## config.mk

```make
export PLATFORM = sky130hd
export DESIGN_NAME = mips_multicycle_ctrl
export DESIGN_NICKNAME = d
export VERILOG_FILES = /design/src/rtl/mips_pkg.sv /design/src/rtl/mips_alu_decoder.sv /design/src/rtl/mips_multicycle_ctrl.sv
export SDC_FILE = /design/constraint.sdc
export NUM_CORES = 1
export LEC_CHECK = 0
export ABC_CLOCK_PERIOD_IN_PS = 1900
export CAP_MARGIN = 20
export CORE_MARGIN = 2
export CORE_UTILIZATION = 36
export CTS_CLUSTER_SIZE = 16
export DETAILED_ROUTE_END_ITERATION = 8
export PLACE_DENSITY = 0.81
export SYNTH_ARGS = -nofsm -noshare
export SYNTH_HDL_FRONTEND = slang
export SYNTH_HIERARCHICAL = 1
export SYNTH_SLANG_ARGS = --single-unit
```

## constraint.sdc

```tcl
create_clock -name clk -period 1.9 [get_ports clk]
set_input_delay 0.38 -clock clk [delete_from_list [all_inputs] [get_ports clk]]
set_output_delay 0.38 -clock clk [all_outputs]
set_load 0.01 [all_outputs]
```

## src/rtl/mips_pkg.sv

```systemverilog
// Shared definitions for the Tiny-MIPS multicycle controller: opcodes,
// funct codes, ALU-control encodings, datapath mux encodings and FSM states.
package mips_pkg;

  // Opcodes (instruction[31:26])
  localparam logic [5:0] OP_RTYPE = 6'b000000;
  localparam logic [5:0] OP_J     = 6'b000010;
  localparam logic [5:0] OP_BEQ   = 6'b000100;
  localparam logic [5:0] OP_BNE   = 6'b000101;
  localparam logic [5:0] OP_ADDI  = 6'b001000;
  localparam logic [5:0] OP_ORI   = 6'b001101;
  localparam logic [5:0] OP_LUI   = 6'b001111;
  localparam logic [5:0] OP_LW    = 6'b100011;
  localparam logic [5:0] OP_SW    = 6'b101011;

  // R-type funct codes (instruction[5:0])
  localparam logic [5:0] FN_ADD  = 6'b100000;
  localparam logic [5:0] FN_ADDU = 6'b100001;
  localparam logic [5:0] FN_SUB  = 6'b100010;
  localparam logic [5:0] FN_SUBU = 6'b100011;
  localparam logic [5:0] FN_AND  = 6'b100100;
  localparam logic [5:0] FN_OR   = 6'b100101;
  localparam logic [5:0] FN_SLT  = 6'b101010;

  // ALU control encodings; branch compare uses its own subtract code
  localparam logic [2:0] ALU_AND  = 3'b000;
  localparam logic [2:0] ALU_OR   = 3'b001;
  localparam logic [2:0] ALU_ADD  = 3'b010;
  localparam logic [2:0] ALU_SUB  = 3'b101;
  localparam logic [2:0] ALU_BSUB = 3'b110;
  localparam logic [2:0] ALU_SLT  = 3'b111;

  // ALU B-operand source
  localparam logic [1:0] SRCB_RT    = 2'b00;
  localparam logic [1:0] SRCB_FOUR  = 2'b01;
  localparam logic [1:0] SRCB_IMM   = 2'b10;
  localparam logic [1:0] SRCB_IMMSH = 2'b11;

  // PC source
  localparam logic [1:0] PCSRC_ALU    = 2'b00;
  localparam logic [1:0] PCSRC_ALUOUT = 2'b01;
  localparam logic [1:0] PCSRC_JUMP   = 2'b10;

  // Immediate extension
  localparam logic [1:0] EXT_SIGN  = 2'b00;
  localparam logic [1:0] EXT_ZERO  = 2'b01;
  localparam logic [1:0] EXT_UPPER = 2'b10;

  // Operation class handed to the ALU decoder
  typedef enum logic [1:0] {
    ALUOP_ADD   = 2'd0,
    ALUOP_OR    = 2'd1,
    ALUOP_BSUB  = 2'd2,
    ALUOP_FUNCT = 2'd3
  } aluop_e;

  // Controller states; encodings are visible on state_dbg
  typedef enum logic [3:0] {
    S_FETCH   = 4'd0,
    S_DECODE  = 4'd1,
    S_MEMADR  = 4'd2,
    S_MEMRD   = 4'd3,
    S_MEMWB   = 4'd4,
    S_MEMWR   = 4'd5,
    S_EXEC    = 4'd6,
    S_ALUWB   = 4'd7,
    S_BRANCH  = 4'd8,
    S_IMMEXEC = 4'd9,
    S_IMMWB   = 4'd10,
    S_JUMP    = 4'd11
  } state_e;

endpackage

```

## src/rtl/mips_alu_decoder.sv

```systemverilog
// ALU control decoder: maps an operation class plus the R-type funct field
// to a 3-bit ALU control code. funct_ok flags the supported R-type functs
// and does not depend on the operation class.
module mips_alu_decoder
  import mips_pkg::*;
(
  input  aluop_e      alu_op,
  input  logic [5:0]  funct,
  output logic [2:0]  alu_ctrl,
  output logic        funct_ok
);

  // Decode funct into an ALU code and a legality flag
  logic [2:0] funct_ctrl;
  always_comb begin
    funct_ctrl = ALU_ADD;
    funct_ok   = 1'b1;
    case (funct)
      FN_ADD, FN_ADDU: funct_ctrl = ALU_ADD;
      FN_SUB, FN_SUBU: funct_ctrl = ALU_SUB;
      FN_AND:          funct_ctrl = ALU_AND;
      FN_OR:           funct_ctrl = ALU_OR;
      FN_SLT:          funct_ctrl = ALU_SLT;
      default: begin
        funct_ctrl = ALU_ADD;
        funct_ok   = 1'b0;
      end
    endcase
  end

  // Select the final ALU code from the operation class
  always_comb begin
    alu_ctrl = ALU_ADD;
    case (alu_op)
      ALUOP_ADD:   alu_ctrl = ALU_ADD;
      ALUOP_OR:    alu_ctrl = ALU_OR;
      ALUOP_BSUB:  alu_ctrl = ALU_BSUB;
      ALUOP_FUNCT: alu_ctrl = funct_ctrl;
      default:     alu_ctrl = ALU_ADD;
    endcase
  end

endmodule

```

## src/rtl/mips_multicycle_ctrl.sv

```systemverilog
// Multicycle Moore controller for the Tiny-MIPS datapath. Each instruction
// takes 3-5 states sharing one ALU and one memory port. All outputs are
// decoded from the registered state; only ir_write and pc_en also look at
// the live mem_ready / zero inputs.
//
// Memory handshake: mem_req is high for every cycle of FETCH, MEMRD and
// MEMWR. The access completes in the first cycle where mem_req and
// mem_ready are both high; the FSM leaves the memory state at that clock
// edge. mem_ready is ignored in any cycle where mem_req is low, and while
// rst_n is low it is treated as 0 so no strobe can fire during reset.
module mips_multicycle_ctrl
  import mips_pkg::*;
#(
  parameter int unsigned ALUCTRL_W   = 3,
  parameter bit          MEM_WAIT_EN = 1'b1,
  parameter bit          BNE_EN      = 1'b1
) (
  input  logic                 clk,
  input  logic                 rst_n,
  input  logic [5:0]           op,
  input  logic [5:0]           funct,
  input  logic                 zero,
  input  logic                 mem_ready,
  output logic                 mem_req,
  output logic                 iord,
  output logic                 mem_write,
  output logic                 ir_write,
  output logic                 pc_en,
  output logic [1:0]           pc_src,
  output logic                 reg_dst,
  output logic                 mem_to_reg,
  output logic                 reg_write,
  output logic                 alu_src_a,
  output logic [1:0]           alu_src_b,
  output logic [1:0]           imm_ext,
  output logic [ALUCTRL_W-1:0] alu_control,
  output logic                 illegal,
  output logic [3:0]           state_dbg
);

  state_e     state;
  state_e     next_state;
  aluop_e     alu_op;
  logic [2:0] alu_ctrl3;
  logic       funct_ok;
  logic       ready_eff;

  // Reset forces "not ready" so FETCH strobes stay low while rst_n is low
  assign ready_eff = rst_n & (MEM_WAIT_EN ? mem_ready : 1'b1);

  mips_alu_decoder u_alu_dec (
    .alu_op   (alu_op),
    .funct    (funct),
    .alu_ctrl (alu_ctrl3),
    .funct_ok (funct_ok)
  );

  assign alu_control = ALUCTRL_W'(alu_ctrl3);
  assign state_dbg   = state;

  // State register with asynchronous abort back to FETCH
  always_ff @(posedge clk or negedge rst_n) begin
    if (!rst_n) state <= S_FETCH;
    else        state <= next_state;
  end

  // Per-state datapath controls and next-state selection
  always_comb begin
    next_state = state;
    mem_req    = 1'b0;
    iord       = 1'b0;
    mem_write  = 1'b0;
    ir_write   = 1'b0;
    pc_en      = 1'b0;
    pc_src     = PCSRC_ALU;
    reg_dst    = 1'b0;
    mem_to_reg = 1'b0;
    reg_write  = 1'b0;
    alu_src_a  = 1'b0;
    alu_src_b  = SRCB_RT;
    imm_ext    = EXT_SIGN;
    alu_op     = ALUOP_ADD;
    illegal    = 1'b0;
    case (state)
      S_FETCH: begin
        mem_req   = 1'b1;
        alu_src_b = SRCB_FOUR;
        ir_write  = ready_eff;
        pc_en     = ready_eff;
        if (ready_eff) next_state = S_DECODE;
      end
      S_DECODE: begin
        // PC + (imm<<2) is computed here so BRANCH can use ALUOut
        alu_src_b  = SRCB_IMMSH;
        next_state = S_FETCH;
        case (op)
          OP_LW, OP_SW: next_state = S_MEMADR;
          OP_RTYPE: begin
            if (funct_ok) next_state = S_EXEC;
            else          illegal    = 1'b1;
          end
          OP_BEQ: next_state = S_BRANCH;
          OP_BNE: begin
            if (BNE_EN) next_state = S_BRANCH;
            else        illegal    = 1'b1;
          end
          OP_ADDI, OP_ORI, OP_LUI: next_state = S_IMMEXEC;
          OP_J:    next_state = S_JUMP;
          default: illegal    = 1'b1;
        endcase
      end
      S_MEMADR: begin
        alu_src_a  = 1'b1;
        alu_src_b  = SRCB_IMM;
        next_state = (op == OP_SW) ? S_MEMWR : S_MEMRD;
      end
      S_MEMRD: begin
        mem_req = 1'b1;
        iord    = 1'b1;
        if (ready_eff) next_state = S_MEMWB;
      end
      S_MEMWB: begin
        reg_write  = 1'b1;
        mem_to_reg = 1'b1;
        next_state = S_FETCH;
      end
      S_MEMWR: begin
        mem_req   = 1'b1;
        iord      = 1'b1;
        mem_write = 1'b1;
        if (ready_eff) next_state = S_FETCH;
      end
      S_EXEC: begin
        alu_src_a  = 1'b1;
        alu_op     = ALUOP_FUNCT;
        next_state = S_ALUWB;
      end
      S_ALUWB: begin
        reg_write  = 1'b1;
        reg_dst    = 1'b1;
        next_state = S_FETCH;
      end
      S_BRANCH: begin
        alu_src_a  = 1'b1;
        alu_op     = ALUOP_BSUB;
        pc_src     = PCSRC_ALUOUT;
        pc_en      = (BNE_EN && op == OP_BNE) ? ~zero : zero;
        next_state = S_FETCH;
      end
      S_IMMEXEC: begin
        alu_src_a = 1'b1;
        alu_src_b = SRCB_IMM;
        if (op == OP_ORI) begin
          imm_ext = EXT_ZERO;
          alu_op  = ALUOP_OR;
        end else if (op == OP_LUI) begin
          // B operand already holds imm<<16, so OR with rs=$0 yields the result
          imm_ext = EXT_UPPER;
          alu_op  = ALUOP_OR;
        end
        next_state = S_IMMWB;
      end
      S_IMMWB: begin
        reg_write  = 1'b1;
        next_state = S_FETCH;
      end
      S_JUMP: begin
        pc_src     = PCSRC_JUMP;
        pc_en      = 1'b1;
        next_state = S_FETCH;
      end
      default: next_state = S_FETCH;
    endcase
  end

endmodule

```

== After elaboration in Yosys (flattened, before gate mapping) ==
Cells that the tools add are included.
Word-level totals
  bits of input ports: 16
  bits in registers: 4
  logic and storage cells: 81
  output and inout port bits: 23
Operators by class
  equality and inequality tests: 32
  muxes and demuxes: 31
  bitwise logic cells: 2
  reduce and logical (&&, ||, !) cells: 15
Operators by type and width (count)
  6-bit equality test (second input constant): 9
  4-bit one-hot mux with 7 select lines: 1
  3-bit one-hot mux with 4 select lines: 2
  4-bit one-hot mux with 5 select lines: 1
  6-bit by 4-bit equality test with 1-bit output (second input constant): 3
  4-bit by 3-bit equality test with 1-bit output (second input constant): 4
  4-bit equality test (second input constant): 4
  1-bit two-way mux: 14
  6-bit by 3-bit equality test with 1-bit output (second input constant): 2
  4-bit two-way mux: 3
  2-bit one-hot mux with 3 select lines: 2
  2-bit OR reduction: 5
  3-bit OR reduction: 3
  4-bit by 2-bit equality test with 1-bit output (second input constant): 2
  8-bit OR reduction: 1
  7-bit OR reduction: 1
  6-bit by 2-bit equality test with 1-bit output (second input constant): 1
  6-bit logical NOT: 1
  2-bit two-way mux: 3
  3-bit two-way mux: 2
  2-bit != test (second input constant): 3
  2-bit equality test (second input constant): 2
  4-bit by 1-bit equality test with 1-bit output (second input constant): 1
  4-bit logical NOT: 1
  9 further kinds: 9

== Logic depth before layout (Yosys ltp) ==
Gate-level depths: netlist (run 1).
  word-level depth: 6
  depth in mapped cells: 7
  mapped depth without buffers: 6

== Hierarchy ==
The synthesis (run 1) kept the hierarchy.
Modules (own cells, without submodules)
  mips_multicycle_ctrl: instances 1, sequential area each 100.1 um2, cells each 107, area each 703.2 um2
  mips_alu_decoder: instances 1, sequential area each 0.0 um2, cells each 16, area each 103.8 um2

== Worst setup path after synthesis (run 1) ==
No wires, ideal clock.
  kind: reg-to-output
  start point: register state[2] (netlist: state_dbg[2])
  end point: output alu_control[0]
  required time: 1520 ps
  setup slack: -263 ps
  stages on the path, launching flop included: 8
  buffers on the path: 1
  arrival time: 1783 ps
  cells stage by stage: dfrtp_1 -> buf_2 -> inv_1 -> nand2_1 -> or4_1 -> o21ai_0 -> inv_1 -> o22ai_1
Between the ends
  longest elaborated chain between the ends: 4
  elaborated cells between the ends (all ways): 9
  classes of those cells: eq/ne (6); mux (2); reduce/logical (1)
Ends and longest elaborated chain
  start: declaration: RTL line mips_multicycle_ctrl.sv:41  | state_e state;
  start signal: assignment: RTL line mips_multicycle_ctrl.sv:64  | else state <= next_state;
  4-bit equality test or 4-bit by 3-bit equality test with 1-bit output (tied branches): RTL line mips_multicycle_ctrl.sv:84  | case (state)
  2-bit one-hot mux with 3 select lines (*): RTL line mips_multicycle_ctrl.sv:84
  named net alu_op[0]: RTL line mips_multicycle_ctrl.sv:43  | aluop_e alu_op;
  2-bit equality test (tied with other cells): RTL line mips_alu_decoder.sv:34  | case (alu_op)
  3-bit one-hot mux with 4 select lines (*): RTL line mips_alu_decoder.sv:34
  end: declaration: RTL line mips_multicycle_ctrl.sv:36  | output logic [ALUCTRL_W-1:0] alu_control,
Mark *: on every way through the listed nets, which the timed path passes. The rest lies on a longest branch.

== Final worst setup path (run 1) ==
Same ends and word-level chain as after synthesis.

==> results.yml, run 1 <==
critical_path:
  cpMostUsedCell: "inv_2"
  worstPathRequired_ps: 1520
  r2r_setup_slack_ps: 360
  startpoint: "state_dbg[2]"
  setup.worst_path.start_class: "register"
  worstPathArrival_ps: 1880
  cpPeakStageDelay_ps: 510
  endpoint_kind: "output port"
  path_cells: "inv_2 > nand2_2 > or4_4 > o21ai_4 > inv_2 > o22ai_2 > buf_2"
  worstPathMaxFanout: 5
  critical_path_class: "reg2out"
  crit_path_top_delay_cell: "or4_4"
  worstReg2RegStart: "state_dbg[2]"
placed_design:
  dp_slack_ps: -979
  port_buffers: 38
  dpl-instance-area_mm2: 0.00148
  hpwl_um: 2290
  gp_congestion: 0.939
sta:
  setup_viol: 9
  period_minus_slack_ps: 2260
  finalCritPeriodShare: 1.19
  rsz0062_at_grt: "true"
  clock_skew_ps: 2.81
  worstMarginPinSlew_ps: 413
  relSlewSlack: 0.723
  drv_slew: 0
  fmax_mhz: 443
  setup_ws_ps: -357
  hold_viol: 0
power_and_ir_drop:
  p_per_area_mw_per_mm2: 635
  leakagePower_uw: 0.000808
  power_uw: 1100
  ir_drop_v: 0.000459
cts:
  clkSinkCount: 4
  cts-root-buf: "clkbuf_4"
  ctsHtreeMaxLevel: 1
  cts.path.max_buffers: 2
  clkTransAtPathRegs_ps: 40
  cts_made_buffers: 3
  cts_tree: "built"
  clkLatencyLatePin_ps: 240
outcome:
  violations: "setup timing"
  status: "finished, violations left"
layout:
  regArea_um2: 101
  design_area_mm2: 0.00174
  largest_reg_flops: 4
  fill_cells: 152
  n_antenna_cell: 0
  drive_above_1_share: 0.572
  multiInputGateArea_um2: 795
  area_growth_pct: 116
  final_net_count: 226
logic_synthesis:
  synth_top_area_frac: 0.124
  ys.flop_type: "dfrtp_1"
  yosysWarnings: 6
  synth_edf_count: 0
  synthArstFlopShare: 1.00
  synthTopCellsByCount: "16 x nand2_1, 13 x nor2_1, 7 x a21oi_1"
  netlist_area_um2: 807
  synth_most_common_cell: "nand2_1"
  synth_cell_types: 41
  ys_seq_area_frac: 0.124
  synth_largest_area_cell: "dfrtp_1"
  synth-seq-cells: 4
  synth_area_per_cell_um2: 6.56
  syn-num-nets: 139
  synth_cells: 123
  synthTopCellsByArea: "dfrtp_1 12%, nand2_1 7.4%, nor2_1 6.0%"
routing:
  antenna_left: 0
  drtIter0Drc: 79
  via_per_inst: 5.89
  wl_per_cell_um: 18.0
  first_pass_iters: 4
  wirelength_um: 4240
  drc: 0
  num_vias: 1390
global_routing:
  grt_pass1_wl_um: 5160
  grt_usage: 0.259
  overflow: 0
  grt_max_degree: 14
  antenna_found_initial: 0
  grt_pass1_vias: 1200
hold_path:
  hold_path_class: "in2async"
floorplanning:
  fp.dieW_um: 51.3
  ios: 39
  dieArea_mm2: 0.00264
  core_mm2: 0.00217
  die_h_um: 51.3
  start_util: 0.372
  rows: 17
job:
  drv_cap: 0
## layout make-up
class                   instances  area share
inverters                       5      0.0108
repair buffers                 94       0.441
well taps                      28      0.0201
clock buffers                   3      0.0129
multi-input cells             102       0.457
flip-flops and latches          4      0.0583
## repair_timing
item | CTS | global route
gates resized for setup | 106 | 51
setup buffers | 6 | 11
hold buffers | 0 | 0
endpoints found under the hold margin | 0 | 0
endpoints found under the setup margin | 20 | 17
pin swaps | 11 | 12
## power by group
part	internal, uW	switching [uW]	leakage, uW	total, uW
combinational	420	454	0.000742	874
sequential	105	18.9	0.0000523	124
clock	70.7	35.6	0.0000138	106
total	596	508	0.000808	1100
## stage by stage
step                      hold slack, ps  instances  setup TNS [ps]  utilization
after floorplan                     84.4        123            -150            -
after global placement               695        217           -6320        0.681
after detailed placement             702        217           -7080        0.681
after CTS                            456        226           -1570        0.723
after global routing                 475        236           -2310        0.802
final                                456        236           -1630        0.802
## per-layer routing
layer | vias to the layer above | track usage | wire length [um]
met1 | 639 | 0.291 | 1530
met4 | 0 | 0.123 | 287
met2 | 99 | 0.463 | 2060
met5 | - | 0 | 0
met3 | 30 | 0.0556 | 358
li1 | 622 | - | -
## cells in the final DEF, fill, tap and decap left out, types with 3 or more instances in the layout
cell type        count
a21oi_1              5
buf_2               10
buf_4               48
buf_6               13
clkbuf_2             5
clkbuf_4             3
clkdlybuf4s15_1      3
clkdlybuf4s50_1      7
dfrtp_1              3
dlygate4sd2_1        4
inv_2                3
nand2_1              9
nand2_2              4
nand2_4              3
nand3_1              3
nand4_1              4
nor2_1               9
nor2_2               3
nor2b_1              4
nor3_1               4
o31ai_1              4
xnor2_1              3
## cell families (layout without fill, tap and decap cells)
kind of cell | Yosys count | after routing | synth area share
AO/OA/AOI/OAI | 35 | 35 | 0.309
multiplexers | 1 | 1 | 0.0124
buffers and inverters | 17 | 102 | 0.0977
AND/OR/NAND/NOR | 61 | 61 | 0.402
flip-flops | 4 | 4 | 0.124
XOR/XNOR | 4 | 4 | 0.0434
adder cells (fa/ha/maj) | 1 | 1 | 0.0124
## path summary, 6_finish.rpt
path	depth (start not counted)	to
worst max-delay path	7	alu_control[0]
worst max register to register	6	state_dbg[2]
min in group clk	4	state_dbg[3]
worst min-delay path	2	state_dbg[1]
max in group asynchronous	2	state_dbg[2]
worst min register to register	2	state_dbg[3]
## critical path, delay by kind of cell (launching register included)
family	cells	cell delay, ps
buf+inv	3	320
compound gates	2	330
flops	1	430
simple gates	2	560
Note: power is estimated with default switching activity, not from simulation.
==> run 2, diff against run 1 <==
- RECOVER_POWER: unset -> 25
- SKIP_CTS_REPAIR_TIMING: unset -> 1
==> results.yml, run 2 (synthesis gave the netlist of run 1 again) <==
outcome:
  status: "finished, violations left"
  violations: "setup timing"
global_routing:
  grt_pass1_vias: 1119
  grt_pass1_wl_um: 4550
  grt_max_degree: 14
  overflow: 0
  grt_usage: 0.224
  antenna_found_initial: 0
floorplanning:
  start_util: 0.372
  fp.dieW_um: 51.3
  core_mm2: 0.00217
  dieArea_mm2: 0.00264
  die_h_um: 51.3
  ios: 39
  rows: 17
layout:
  design_area_mm2: 0.00163
  drive_above_1_share: 0.439
  n_antenna_cell: 0
  final_net_count: 216
  area_growth_pct: 101
  final_common_cell: "buf_4"
  final_cell_mix: "42 x buf_4, 18 x dlymetal6s2s_1, 13 x nand2_1"
  fin_util: 0.749
  largest_reg_flops: 4
routing:
  top_layer_used: "met4"
  wl_per_cell_um: 14.5
  drtIter0Drc: 44
  wl_met2_um: 1710
  wl_met3_um: 162
  antenna_left: 0
  wl_met1_um: 1340
  first_pass_iters: 4
  num_vias: 1241
  wirelength_um: 3270
  via_per_inst: 5.49
  drc: 0
cts:
  ctsHtreeMaxLevel: 1
  clkLatencyLatePin_ps: 230
  cts-root-buf: "clkbuf_4"
  clkSinkCount: 4
  clkTransAtPathRegs_ps: 40
  cts.path.max_buffers: 2
  cts_tree: "built"
  cts_made_buffers: 3
sta:
  period_minus_slack_ps: 2230
  setup_ws_ps: -326
  finalCritPeriodShare: 1.17
  fmax_mhz: 449
  rsz0062_at_grt: "true"
  setup_viol: 10
  hold_viol: 0
  clock_skew_ps: 2.08
  worstMarginPinSlew_ps: 296
  drv_slew: 0
  relSlewSlack: 0.801
critical_path:
  worstPathArrival_ps: 1850
  worstPathRequired_ps: 1520
  worstPathMaxFanout: 5
  setup.worst_path.start_class: "register"
  endpoint_kind: "output port"
  critical_path_class: "reg2out"
power_and_ir_drop:
  pwr-share-comb: 0.782
  switching_share: 0.429
  power_uw: 1040
  leakagePower_uw: 0.000898
  p_per_area_mw_per_mm2: 643
  p_sw_uw: 448
  seq_power_share: 0.117
  ir_drop_v: 0.000444
  power.internal_uw: 597
  clkPwrFrac: 0.100
placed_design:
  hpwl_um: 2290
  port_buffers: 38
  gp_congestion: 0.939
  dpl-instance-area_mm2: 0.00148
job:
  drv_cap: 0
hold_path:
  hold_path_class: "in2async"
## run 2: critical path, cell delays in order, from the launching register on
cell     delay (ps)
dfrtp_2         430
inv_2            70
nand2_2          50
or4_4           570
o21ai_4         110
inv_2            60
o22ai_2         160
buf_2           160
## run 2: through the flow
step,setup slack (ps),setup TNS (ps),hold WS [ps],std cells
finish,-326,-1620,573,226
floorplan,-83.8,-150,84.4,123
CTS,-980,-8930,455,220
global placement,-848,-6320,695,217
detailed placement,-979,-7080,702,217
global route,-376,-2520,612,226
## run 2: area by class of cell
cell class                      count  area [um2]
Sequential cell                     4         101
Fill cell                         162         544
Clock buffer                        3        22.5
Tap cell                           28        35.0
Timing Repair Buffer               84         728
Multi-Input combinational cell    102         719
Inverter                            5        18.8
## run 2: layer usage
metal | vias to the layer above | global-route usage
met5 | - | 0
met4 | 0 | 0.0746
li1 | 601 | -
met3 | 6 | 0.0439
met1 | 581 | 0.260
met2 | 53 | 0.407
## run 2: worst paths after layout
kind / start / endpoint / slack, ps / cells past startpoint
max in group asynchronous: rst_n / state_dbg[2] / 1090 / 2
min in group clk: state_dbg[2] / state_dbg[3] / 700 / 2
setup reg to reg: state_dbg[3] / state_dbg[2] / 520 / 7
setup / recovery: state_dbg[2] / alu_control[0] / -330 / 7
hold / removal: rst_n / state_dbg[1] / 570 / 2
hold reg to reg: state_dbg[2] / state_dbg[3] / 700 / 2
## run 2: power by group through the flow
stage | logic (uW) | registers, uW | clock network [uW]
detailed placement | 808 | 123 | 0
global placement | 790 | 122 | 0
floorplan | 400 | 136 | 0
finish | 817 | 123 | 105
global route | 878 | 125 | 114
CTS | 812 | 121 | 108
==> run 3, diff against run 2 <==
- CELL_PAD_IN_SITES_DETAIL_PLACEMENT: unset -> 0
- CELL_PAD_IN_SITES_GLOBAL_PLACEMENT: unset -> 1
- CORE_UTILIZATION: 36 -> 24
- CTS_CLUSTER_DIAMETER: unset -> 150
==> results.yml, run 3 (synthesis gave the netlist of run 1 again) <==
outcome:
  status: "finished, violations left"
  violations: "setup timing"
layout:
  design_area_mm2: 0.00168
  fill_cells: 307
  final_common_cell: "buf_4"
  final_net_count: 213
  final_cells: 241
  area_growth_pct: 108
  regArea_um2: 100
  drive_above_1_share: 0.446
  n_antenna_cell: 0
  fin_util: 0.512
  largest_reg_flops: 4
  multiInputGateArea_um2: 749
  final_cell_mix: "32 x buf_4, 15 x dlymetal6s2s_1, 12 x nand2_1"
cts:
  cts-root-buf: "clkbuf_4"
  clkTransAtPathRegs_ps: 40
  cts_made_buffers: 3
  ctsHtreeMaxLevel: 1
  clkLatencyLatePin_ps: 230
  cts_tree: "built"
  clkSinkCount: 4
  cts.path.max_buffers: 2
routing:
  wl_per_cell_um: 13.3
  antenna_left: 0
  top_layer_used: "met3"
  wirelength_um: 3210
  via_per_inst: 4.85
  first_pass_iters: 4
  drc: 0
  wl_met2_um: 1720
  num_vias: 1169
  wl_met1_um: 1380
  wl_met3_um: 118
  drtIter0Drc: 24
sta:
  tns_ps: -1090
  worstMarginPinSlew_ps: 335
  setup_ws_ps: -259
  whs_ps: 303
  finalCritPeriodShare: 1.14
  relSlewSlack: 0.776
  hold_viol: 0
  fmax_mhz: 463
  period_minus_slack_ps: 2160
  drv_slew: 0
  rsz0062_at_grt: "true"
  setup_viol: 7
  clock_skew_ps: 4.83
job:
  drv_cap: 0
placed_design:
  dpl-instance-area_mm2: 0.00153
  hpwl_um: 2440
  port_buffers: 38
  gp_congestion: 0.875
  placed_cells: 237
floorplanning:
  rows: 21
  fp.dieW_um: 62.0
  core_mm2: 0.00328
  ios: 39
  start_util: 0.246
  dieArea_mm2: 0.00384
  die_h_um: 62.0
global_routing:
  grt_usage: 0.156
  grt_max_degree: 12
  grt_pass1_wl_um: 4630
  grt_pass1_vias: 1108
  overflow: 0
  antenna_found_initial: 0
critical_path:
  worstPathArrival_ps: 1780
  worstPathRequired_ps: 1520
  worstPathMaxFanout: 4
  critical_path_class: "reg2out"
  setup.worst_path.start_class: "register"
  endpoint_kind: "output port"
power_and_ir_drop:
  leakagePower_uw: 0.000858
  p_per_area_mw_per_mm2: 643
  seq_power_share: 0.115
  ir_drop_v: 0.000268
  clkPwrFrac: 0.095
  power.internal_uw: 612
  p_sw_uw: 468
  pwr-share-comb: 0.790
  switching_share: 0.433
hold_path:
  hold_path_class: "in2async"
==> run 3: final cells by class <==
class                           instances  share of cell area
Sequential cell                         4              0.0595
Multi-Input combinational cell        102               0.446
Tap cell                               46              0.0342
Clock buffer                            3              0.0134
Timing Repair Buffer                   81               0.436
Inverter                                5              0.0112
==> run 3: path summary, 6_finish.rpt <==
check	start	endpoint	slack, ps	depth (start not counted)
max	state_dbg[2]	alu_control[0]	-260	7
min reg2reg	state_dbg[2]	state_dbg[3]	730	2
max in group asynchronous	rst_n	state_dbg[2]	1370	2
min in group clk	op[5]	state_dbg[0]	660	5
min	rst_n	state_dbg[0]	300	2
max reg2reg	state_dbg[3]	state_dbg[2]	550	6
==> run 3: routing by layer <==
metal / track usage / up-vias
met1: 0.208 / 544
met4: 0.0426 / 0
met2: 0.263 / 29
met5: 0 / -
met3: 0.0186 / 0
li1: - / 596
==> run 3: stage by stage <==
| stage | worst slack, ps | power (uW) |
|---|---|---|
| 6_report | -259 | 1080 |
| 4_1_cts | -915 | 1070 |
| 3_3_place_gp | -881 | 954 |
| 5_1_grt | -429 | 1170 |
| 2_1_floorplan | -83.8 | 536 |
| 3_5_place_dp | -916 | 959 |
==> run 3: worst max-delay path, stage by stage, from the launching register on <==
cell     delay (ps)
dfrtp_1         410
inv_2            80
nand2_2          60
or4_4           570
o21ai_4         110
inv_2            50
o22ai_2         120
buf_2           150
==> run 3: power by group through the flow <==
stage | logic [uW] | registers (uW) | clock network, uW
after floorplan | 400 | 136 | 0
after global placement | 832 | 122 | 0
after detailed placement | 838 | 122 | 0
after CTS | 841 | 121 | 108
after global routing | 925 | 126 | 119
final | 854 | 124 | 103
